**config.mk**
```make
export PLATFORM = sky130hd
export DESIGN_NAME = fir_data_writer
export DESIGN_NICKNAME = d
export VERILOG_FILES = /design/src/rtl/fir_pkg.sv /design/src/rtl/fir_ring_ptr.sv /design/src/rtl/fir_data_writer.sv
export SDC_FILE = /design/constraint.sdc
export NUM_CORES = 1
export LEC_CHECK = 0
export BUFFER_PORTS_ARGS = -buffer_cell sky130_fd_sc_hd__buf_4
export CAP_MARGIN = 20
export CELL_PAD_IN_SITES_DETAIL_PLACEMENT = 1
export CELL_PAD_IN_SITES_GLOBAL_PLACEMENT = 1
export CORE_UTILIZATION = 37
export CTS_CLUSTER_DIAMETER = 50
export CTS_CLUSTER_SIZE = 24
export DETAILED_ROUTE_END_ITERATION = 8
export PLACE_DENSITY = 0.81
export SYNTH_ARGS = -nofsm -noshare
export SYNTH_HDL_FRONTEND = slang
export SYNTH_SLANG_ARGS = --single-unit
export TNS_END_PERCENT = 20
```
**constraint.sdc**
```tcl
create_clock -name axis_clk -period 2.85 [get_ports axis_clk]
set_clock_uncertainty 0.15 [all_clocks]
set_input_delay 0.4275 -clock axis_clk [delete_from_list [all_inputs] [get_ports axis_clk]]
set_output_delay 0.4275 -clock axis_clk [all_outputs]
set_load 0.05 [all_outputs]
```
**src/rtl/fir_pkg.sv**
```systemverilog
// Shared definitions for the FIR data RAM writer and the ring pointer.
package fir_pkg;

  typedef enum logic [2:0] {
    ST_IDLE,
    ST_CLEAR,
    ST_WAIT_IN,
    ST_WRITE,
    ST_COMPUTE,
    ST_DONE
  } fir_state_e;

  localparam int unsigned TAPE_NUM_DEF = 11;
  localparam int unsigned ADDR_STRIDE  = 4;
  localparam logic [3:0]  WE_ALL       = 4'hF;
  localparam int unsigned PTR_W        = 4;

endpackage

```
**src/rtl/fir_ring_ptr.sv**
```systemverilog
// Modulo-Tape_Num slot counter: load presets to the last slot, inc advances with wrap.
module fir_ring_ptr
  import fir_pkg::*;
#(
  parameter int unsigned Tape_Num = TAPE_NUM_DEF,
  parameter int unsigned pWIDTH   = PTR_W
) (
  input  logic              clk,
  input  logic              rst_n,
  input  logic              load,
  input  logic              inc,
  output logic [pWIDTH-1:0] ptr,
  output logic [pWIDTH-1:0] next_ptr
);

  localparam logic [pWIDTH-1:0] LAST = pWIDTH'(Tape_Num - 1);

  always_comb begin
    next_ptr = (ptr == LAST) ? '0 : ptr + 1'b1;
  end

  always_ff @(posedge clk or negedge rst_n) begin
    if (!rst_n) begin
      ptr <= LAST;
    end else if (load) begin
      ptr <= LAST;
    end else if (inc) begin
      ptr <= next_ptr;
    end
  end

endmodule

```
**src/rtl/fir_data_writer.sv**
```systemverilog
// Write side of the FIR data shift RAM: clears the tap RAM on start, then stores
// each stream sample into a circular buffer and hands the newest slot to compute.
module fir_data_writer
  import fir_pkg::*;
#(
  parameter int unsigned pADDR_WIDTH = 12,
  parameter int unsigned pDATA_WIDTH = 32,
  parameter int unsigned Tape_Num    = TAPE_NUM_DEF
) (
  input  logic                   axis_clk,
  input  logic                   axis_rst_n,
  input  logic                   fir_start,
  input  logic [31:0]            data_len,
  input  logic                   ss_tvalid,
  input  logic [pDATA_WIDTH-1:0] ss_tdata,
  input  logic                   ss_tlast,
  output logic                   ss_tready,
  output logic                   data_EN,
  output logic [3:0]             data_WE,
  output logic [pADDR_WIDTH-1:0] data_A,
  output logic [pDATA_WIDTH-1:0] data_Di,
  output logic                   sample_req,
  output logic [3:0]             head_ptr,
  input  logic                   compute_done,
  output logic                   busy,
  output logic                   writer_done,
  output logic                   last_err
);

  localparam logic [PTR_W-1:0] CLR_LAST = PTR_W'(Tape_Num - 1);

  fir_state_e state, state_nxt;

  logic [PTR_W-1:0]       clr_cnt;
  logic [31:0]            sample_cnt;
  logic [31:0]            len_q;
  logic [pADDR_WIDTH-1:0] addr_q;
  logic [pDATA_WIDTH-1:0] data_q;
  logic                   sample_req_q;
  logic                   last_err_q;
  logic [PTR_W-1:0]       slot_nxt;
  logic                   start_ok;
  logic                   clear_last;
  logic                   handshake;

  assign start_ok   = ((state == ST_IDLE) || (state == ST_DONE)) && fir_start;
  assign clear_last = (state == ST_CLEAR) && (clr_cnt == CLR_LAST);
  assign handshake  = (state == ST_WAIT_IN) && ss_tvalid;

  fir_ring_ptr #(
    .Tape_Num (Tape_Num),
    .pWIDTH   (PTR_W)
  ) u_head (
    .clk      (axis_clk),
    .rst_n    (axis_rst_n),
    .load     (clear_last),
    .inc      (handshake),
    .ptr      (head_ptr),
    .next_ptr (slot_nxt)
  );

  always_ff @(posedge axis_clk or negedge axis_rst_n) begin
    if (!axis_rst_n) begin
      state <= ST_IDLE;
    end else begin
      state <= state_nxt;
    end
  end

  always_comb begin
    state_nxt   = state;
    ss_tready   = 1'b0;
    data_EN     = 1'b0;
    data_WE     = '0;
    data_A      = addr_q;
    data_Di     = data_q;
    busy        = 1'b1;
    writer_done = 1'b0;
    unique case (state)
      ST_IDLE: begin
        busy = 1'b0;
        if (fir_start) state_nxt = ST_CLEAR;
      end
      ST_CLEAR: begin
        data_EN = 1'b1;
        data_WE = WE_ALL;
        data_A  = pADDR_WIDTH'(clr_cnt) * pADDR_WIDTH'(ADDR_STRIDE);
        data_Di = '0;
        if (clear_last) state_nxt = (len_q == 32'd0) ? ST_DONE : ST_WAIT_IN;
      end
      ST_WAIT_IN: begin
        ss_tready = 1'b1;
        if (ss_tvalid) state_nxt = ST_WRITE;
      end
      ST_WRITE: begin
        data_EN   = 1'b1;
        data_WE   = WE_ALL;
        state_nxt = ST_COMPUTE;
      end
      ST_COMPUTE: begin
        if (compute_done) state_nxt = (sample_cnt == len_q) ? ST_DONE : ST_WAIT_IN;
      end
      ST_DONE: begin
        busy        = 1'b0;
        writer_done = 1'b1;
        if (fir_start) state_nxt = ST_CLEAR;
      end
      default: state_nxt = ST_IDLE;
    endcase
  end

  always_ff @(posedge axis_clk or negedge axis_rst_n) begin
    if (!axis_rst_n) begin
      clr_cnt      <= '0;
      sample_cnt   <= '0;
      len_q        <= '0;
      addr_q       <= '0;
      data_q       <= '0;
      sample_req_q <= 1'b0;
      last_err_q   <= 1'b0;
    end else begin
      // Registered so the pulse covers only the first COMPUTE cycle.
      sample_req_q <= (state == ST_WRITE);
      if (start_ok) begin
        len_q      <= data_len;
        sample_cnt <= '0;
        last_err_q <= 1'b0;
        clr_cnt    <= '0;
      end
      if ((state == ST_CLEAR) && !clear_last) begin
        clr_cnt <= clr_cnt + 1'b1;
      end
      if (handshake) begin
        data_q     <= ss_tdata;
        addr_q     <= pADDR_WIDTH'(slot_nxt) * pADDR_WIDTH'(ADDR_STRIDE);
        sample_cnt <= sample_cnt + 32'd1;
        if (ss_tlast != ((sample_cnt + 32'd1) == len_q)) last_err_q <= 1'b1;
      end
    end
  end

  assign sample_req = sample_req_q;
  assign last_err   = last_err_q;

endmodule

```
# Yosys cells after proc, flatten, opt, wreduce, memory -nomap -nowiden
# Cells that the tools add are included.
# W data, S select, Z words.
# word_totals
word_cells	64
out_inout_bits	58
regBits	113
# classes
eq_ne	14
add_sub_neg	3
n_mux	24
n_reduce_logical	14
# ops
op	count
$mux W32	3
$eq A32 B32 Y1	2
$add A32 B1 Y32 const B	1
$logic_not A32 Y1	1
$mux W4	6
$mux W3	6
$pmux W3 S5	1
$add A4 B1 Y4 const B	2
$eq A4 B4 Y1 const B	2
$mux W1	7
$eq A3 B2 Y1 const B	2
$eq A3 B3 Y1 const B	2
$mux W6	1
$ne A2 B2 Y1 const B	3
$reduce_bool A2 Y1	3
$logic_and A1 B1 Y1	4
$reduce_and A4 Y1	1
$reduce_or A2 Y1	2
$eq A3 B1 Y1 const B	1
$logic_not A3 Y1	1
$ne A2 B1 Y1 const B	1
$logic_not A1 Y1	1
$logic_or A1 B1 Y1	1
$ne A1 B1 Y1	1

# Longest topological paths before layout
# logic_depth
word_depth	6
mapped_depth	10

# Modules after synthesis
# From an unflattened synthesis, not the netlist that was laid out.
# unflattened
hier_cells	800
area_unflattened_um2	6583.8
# by_module_without_submodules
module	area_per_inst_um2	cells_per_inst	seq_area_each_um2	instances
fir_data_writer	6292.3	767	2727.6	1
fir_ring_ptr	291.5	33	102.6	1

# Worst setup path before layout
# OpenSTA, ideal clock, no wires.
# synth_timing
path_type	reg2out
startpoint	reg state[2]
endpoint	out data_A[2]
slack_ns	-0.308
stages_incl_launch_ff	7
path_buffers	2
arrival_ns	2.581
cell_sequence	dfrtp_1 > clkbuf_1 > nand2b_1 > inv_1 > nand2b_1 > clkbuf_1 > o21ai_0
# synth_via
elab_chain_cells	2
# synth_lines
element	line_no	text
start, declared	fir_data_writer.sv:32	fir_state_e state, state_nxt;
start signal, assigned	fir_data_writer.sv:66	state <= state_nxt;
$eq A3 B1 Y1	fir_data_writer.sv:79	unique case (state)
$mux W6	fir_data_writer.sv:79	
end, declared	fir_data_writer.sv:20	output logic [pADDR_WIDTH-1:0] data_A,
# No other way between the ends.

# Final worst setup path
# layout_timing
startpoint	reg sample_cnt[13]
endpoint	reg last_err_q (netlist: last_err)
# layout_via
elab_chain_cells	5
# layout_lines
element	line_no	text
start, declared	fir_data_writer.sv:35	logic [31:0] sample_cnt;
start signal, assigned	fir_data_writer.sv:136	sample_cnt <= sample_cnt + 32'd1;
$add A32 B1 Y32	fir_data_writer.sv:137	if (ss_tlast != ((sample_cnt + 32'd1) == len_q)) last_err_q <= 1'b1;
$eq A32 B32 Y1	fir_data_writer.sv:137	
$ne A1 B1 Y1	fir_data_writer.sv:137	
$mux W1	fir_data_writer.sv:137	
$mux W1	fir_data_writer.sv:133	if (handshake) begin
end signal, assigned	fir_data_writer.sv:120	last_err_q <= 1'b0;
end signal, assigned	fir_data_writer.sv:127	last_err_q <= 1'b0;
end signal, assigned	fir_data_writer.sv:137	
end, declared	fir_data_writer.sv:40	logic last_err_q;
# No other way between the ends.
# A chain may end at the register's enable or synchronous reset.

==> metrics <==
Top Layer Used=met4; worst-margin pin slew=0.677 ns; Routed Antenna Nets=0; buffers added on ports=119; root buffer cell=clkbuf_16; Internal=~0.0052 W; CTS clk-pin slew, worst paths=approximately 0.06 ns; Max Root-Sink Buffers=2; final hold violation count=0; initial antenna violation count=0; Reg power frac=between 20% and 30%; worst slew margin relative to its limit=54.8%; Pleak=a little over 4 nW; Req. time, crit path=around 3 ns; maxcap violations=0; Post-CTS Setup Inserts=0; Min-Delay Path Class=in2reg; CP Capture Type=flop; Cells after Synth=796; GRT overflow=0; met2 routed WL=~10000 um; vias in the first global route=roughly 6400; global-route usage over all layers=23.8%; post-layout util=49.5%; PwrDens=1140 mW/mm^2; clock share of power=22.6%; kind of critical path=reg2reg; Final setup viols=0; H-tree Lvls=4; Netlist Area Pre-Place=about 0.0066 sq mm; CTS tree=built; Worst-Skew Late Latency=between 0.4 and 0.5 ns; WL met3=approximately 760 um; Layout area overhead=29.8%; Ant. Diodes=0; Post-Route WL=around 21000 um; sequential-to-total area share from yosys stat=~43%; Final min period=approximately 2.8 ns; main flop type after synthesis=dfrtp_1; status=finished clean; DRT Pass-1 Iters=5; Psw=between 0.004 and 0.005 W; FMAX=roughly 350 MHz; Core Area=approximately 0.017 sq mm; Placed Cells=about 1100; Sw Ratio=between 40 and 50%; flops & latches, synth=113; wire length per cell=17.8 um; Slew Viols, Final=0; Vias/cell=roughly 5.3; number of remaining DRC errors=0; RSZ-0062 raised after global routing=true; Crit path arrival time=about 3 ns; Horiz. Die Dim=136 um; CTS buffer count=17; IO Pins=roughly 130; Initial Utilization=about two fifths; post-DP HPWL=14900 um; FILL cells=around 2100; pin count of the biggest net entering global routing=between 50 and 60; die height=roughly 140 um; Async S/R FF share, synth=100%; routability cong.=approximately 0.91; combinational share of power=roughly half; placement row count=48; clk sinks=113; die area=0.0184 sq mm; # nets final=about 1000; DR iter-0 viols=413; non-filler instance count after layout=approximately 1200; Post-synth EDFFs=0; crit start category=flop; Synth Area per Inst=just over 8 sq um; Setup TNS Final=0 ns; global-route wire length before repair=around 34000 um; Multi-input gate area=roughly 0.0035 sq mm; met1 WL=between 9000 and 10000 um; layout cells sized above 1=around a quarter; vias after detailed routing=6250; yosys warns=0; hold slack=approximately 0.04 ns; crit-path max FO=7; register area=roughly 0.0028 sq mm; VDD IR max=between 0.8 and 0.9 mV; Yosys cell types=71; Tcrit/Tclk final=between 90 and 100%
[area by class of cell]
type	instances	area share (%)
tap	225	3.28
clock inverter	9	1.53
inverter	7	0.306
clock buffer	22	5.52
timing repair buffer	173	15.5
multi-input combinational	622	40.9
sequential	113	33.0
[final timing paths]
| check | cells past startpoint | slack, ns | to | start |
|---|---|---|---|---|
| min in group asynchronous | 2 | 0.44 | len_q[14] | axis_rst_n |
| hold reg to reg | 2 | 0.31 | data_q[24] | data_q[24] |
| hold / removal | 3 | 0.04 | data_q[16] | ss_tdata[16] |
| setup reg to reg | 9 | 0.003 | last_err | sample_cnt[13] |
| setup / recovery | 9 | 0.003 | last_err | sample_cnt[13] |
| max in group asynchronous | 3 | 1.32 | len_q[26] | axis_rst_n |
[state kept, by name, summed over array words and instances (netlist names)]
register    flops
addr_q          4
state           3
data_q         32
sample_req      1
sample_cnt     32
clr_cnt         4
u_head.ptr      4
last_err        1
len_q          32
[routing by layer]
metal	global-route usage, %	vias up
li1	-	2972
met1	31.0	3095
met2	40.2	149
met3	3.25	34
met4	8.55	0
met5	0	-
[synth_stat cells (all sizes together), types with 3 or more instances]
master / count / share of area (%)
nand4: 25 / 2.9
ha: 3 / 0.57
or4: 5 / 0.74
nor3: 10 / 0.76
mux2i: 5 / 0.76
dfrtp: 111 / 42
a211oi: 4 / 0.45
xnor2: 27 / 3.6
o31ai: 7 / 0.79
and3: 5 / 0.47
clkbuf: 36 / 2.4
nor2b: 4 / 0.38
nand2b: 7 / 0.66
and2: 37 / 3.5
nor3b: 3 / 0.34
o22ai: 3 / 0.28
xor2: 21 / 2.8
or3: 6 / 0.57
a21oi: 15 / 1.1
and4: 4 / 0.55
inv: 7 / 0.40
o21ai: 40 / 3.0
nand2: 253 / 14
or4b: 3 / 0.45
o41ai: 3 / 0.40
nand3b: 3 / 0.34
a31oi: 4 / 0.38
nor2: 33 / 1.9
buf: 25 / 2.7
nand3: 29 / 2.3
nor4: 21 / 2.4
o211ai: 4 / 0.45
[cells by family (layout without fill, tap and decap cells)]
kind of cell    count (synthesis)  after routing  synth area share, %
simple gates                  455            455                 33.5
compound gates                101            101                 10.2
xor+xnor                       48             48                 6.36
flops                         113            113                 42.8
other cells                     1              8               0.0567
fa+ha+maj                       3              3                0.568
mux                             7              7                 1.10
buf+inv                        68            211                 5.43
[stage by stage]
| stage | setup WS [ns] | instance area [sq um] | power [W] |
|---|---|---|---|
| 3_3_place_gp | 0.0652 | 7910 | 0.00737 |
| 2_1_floorplan | 0.0134 | 6640 | 0.00603 |
| 5_1_grt | -0.118 | 8580 | 0.0103 |
| 6_report | 0.00294 | 8580 | 0.00976 |
| 4_1_cts | 0.0126 | 8550 | 0.00979 |
| 3_5_place_dp | -0.0904 | 7910 | 0.00751 |
[placed cells by master, fill, tap and decap left out, types with 4 or more instances in the layout]
master     Yosys  final
a31oi_1        4      4
xnor2_1       27     26
buf_4         14    169
nand4_1       21     21
o21ai_0       39     38
o211ai_1       4      4
a21oi_1       15     15
clkbuf_16      0     17
nor3_1        10      9
o31ai_1        7      7
mux2i_1        5      5
or4_4          3      4
nand2_1      252    252
nor2b_1        4      4
nor2_1        33     32
and3_1         5      4
inv_1          7      7
xor2_1        21     21
nand2b_1       7      7
nand3_1       28     26
conb_1         1      8
dfrtp_1      111    110
a211oi_1       4      4
nor4_2         4      8
nor4_1        17     13
or3_1          6      6
and2_1        37     37
[power groups by stage]
stage	clock network (W)	registers [W]	logic [W]
2_1_floorplan	0	0.00264	0.00339
3_3_place_gp	0	0.00269	0.00468
3_5_place_dp	0	0.00272	0.00479
4_1_cts	0.00223	0.00271	0.00485
5_1_grt	0.00229	0.00279	0.00522
6_report	0.00220	0.00271	0.00485
[worst max-delay path: stages (launching register included)]
cell,delay [ns]
dfrtp_1,0.45
nand4_2,0.24
buf_4,0.22
nor4_2,0.40
buf_4,0.23
a21o_1,0.12
o211ai_1,0.14
nor4b_2,0.31
a21oi_1,0.11
or3_1,0.36
[what timing repair did]
action | CTS | global route
hold endpoints to repair | 46 | 0
resized for setup | 4 | 8
hold buffers | 1 | 0
setup endpoints to repair | 2 | 39
Power figures use the tool's default switching activity.
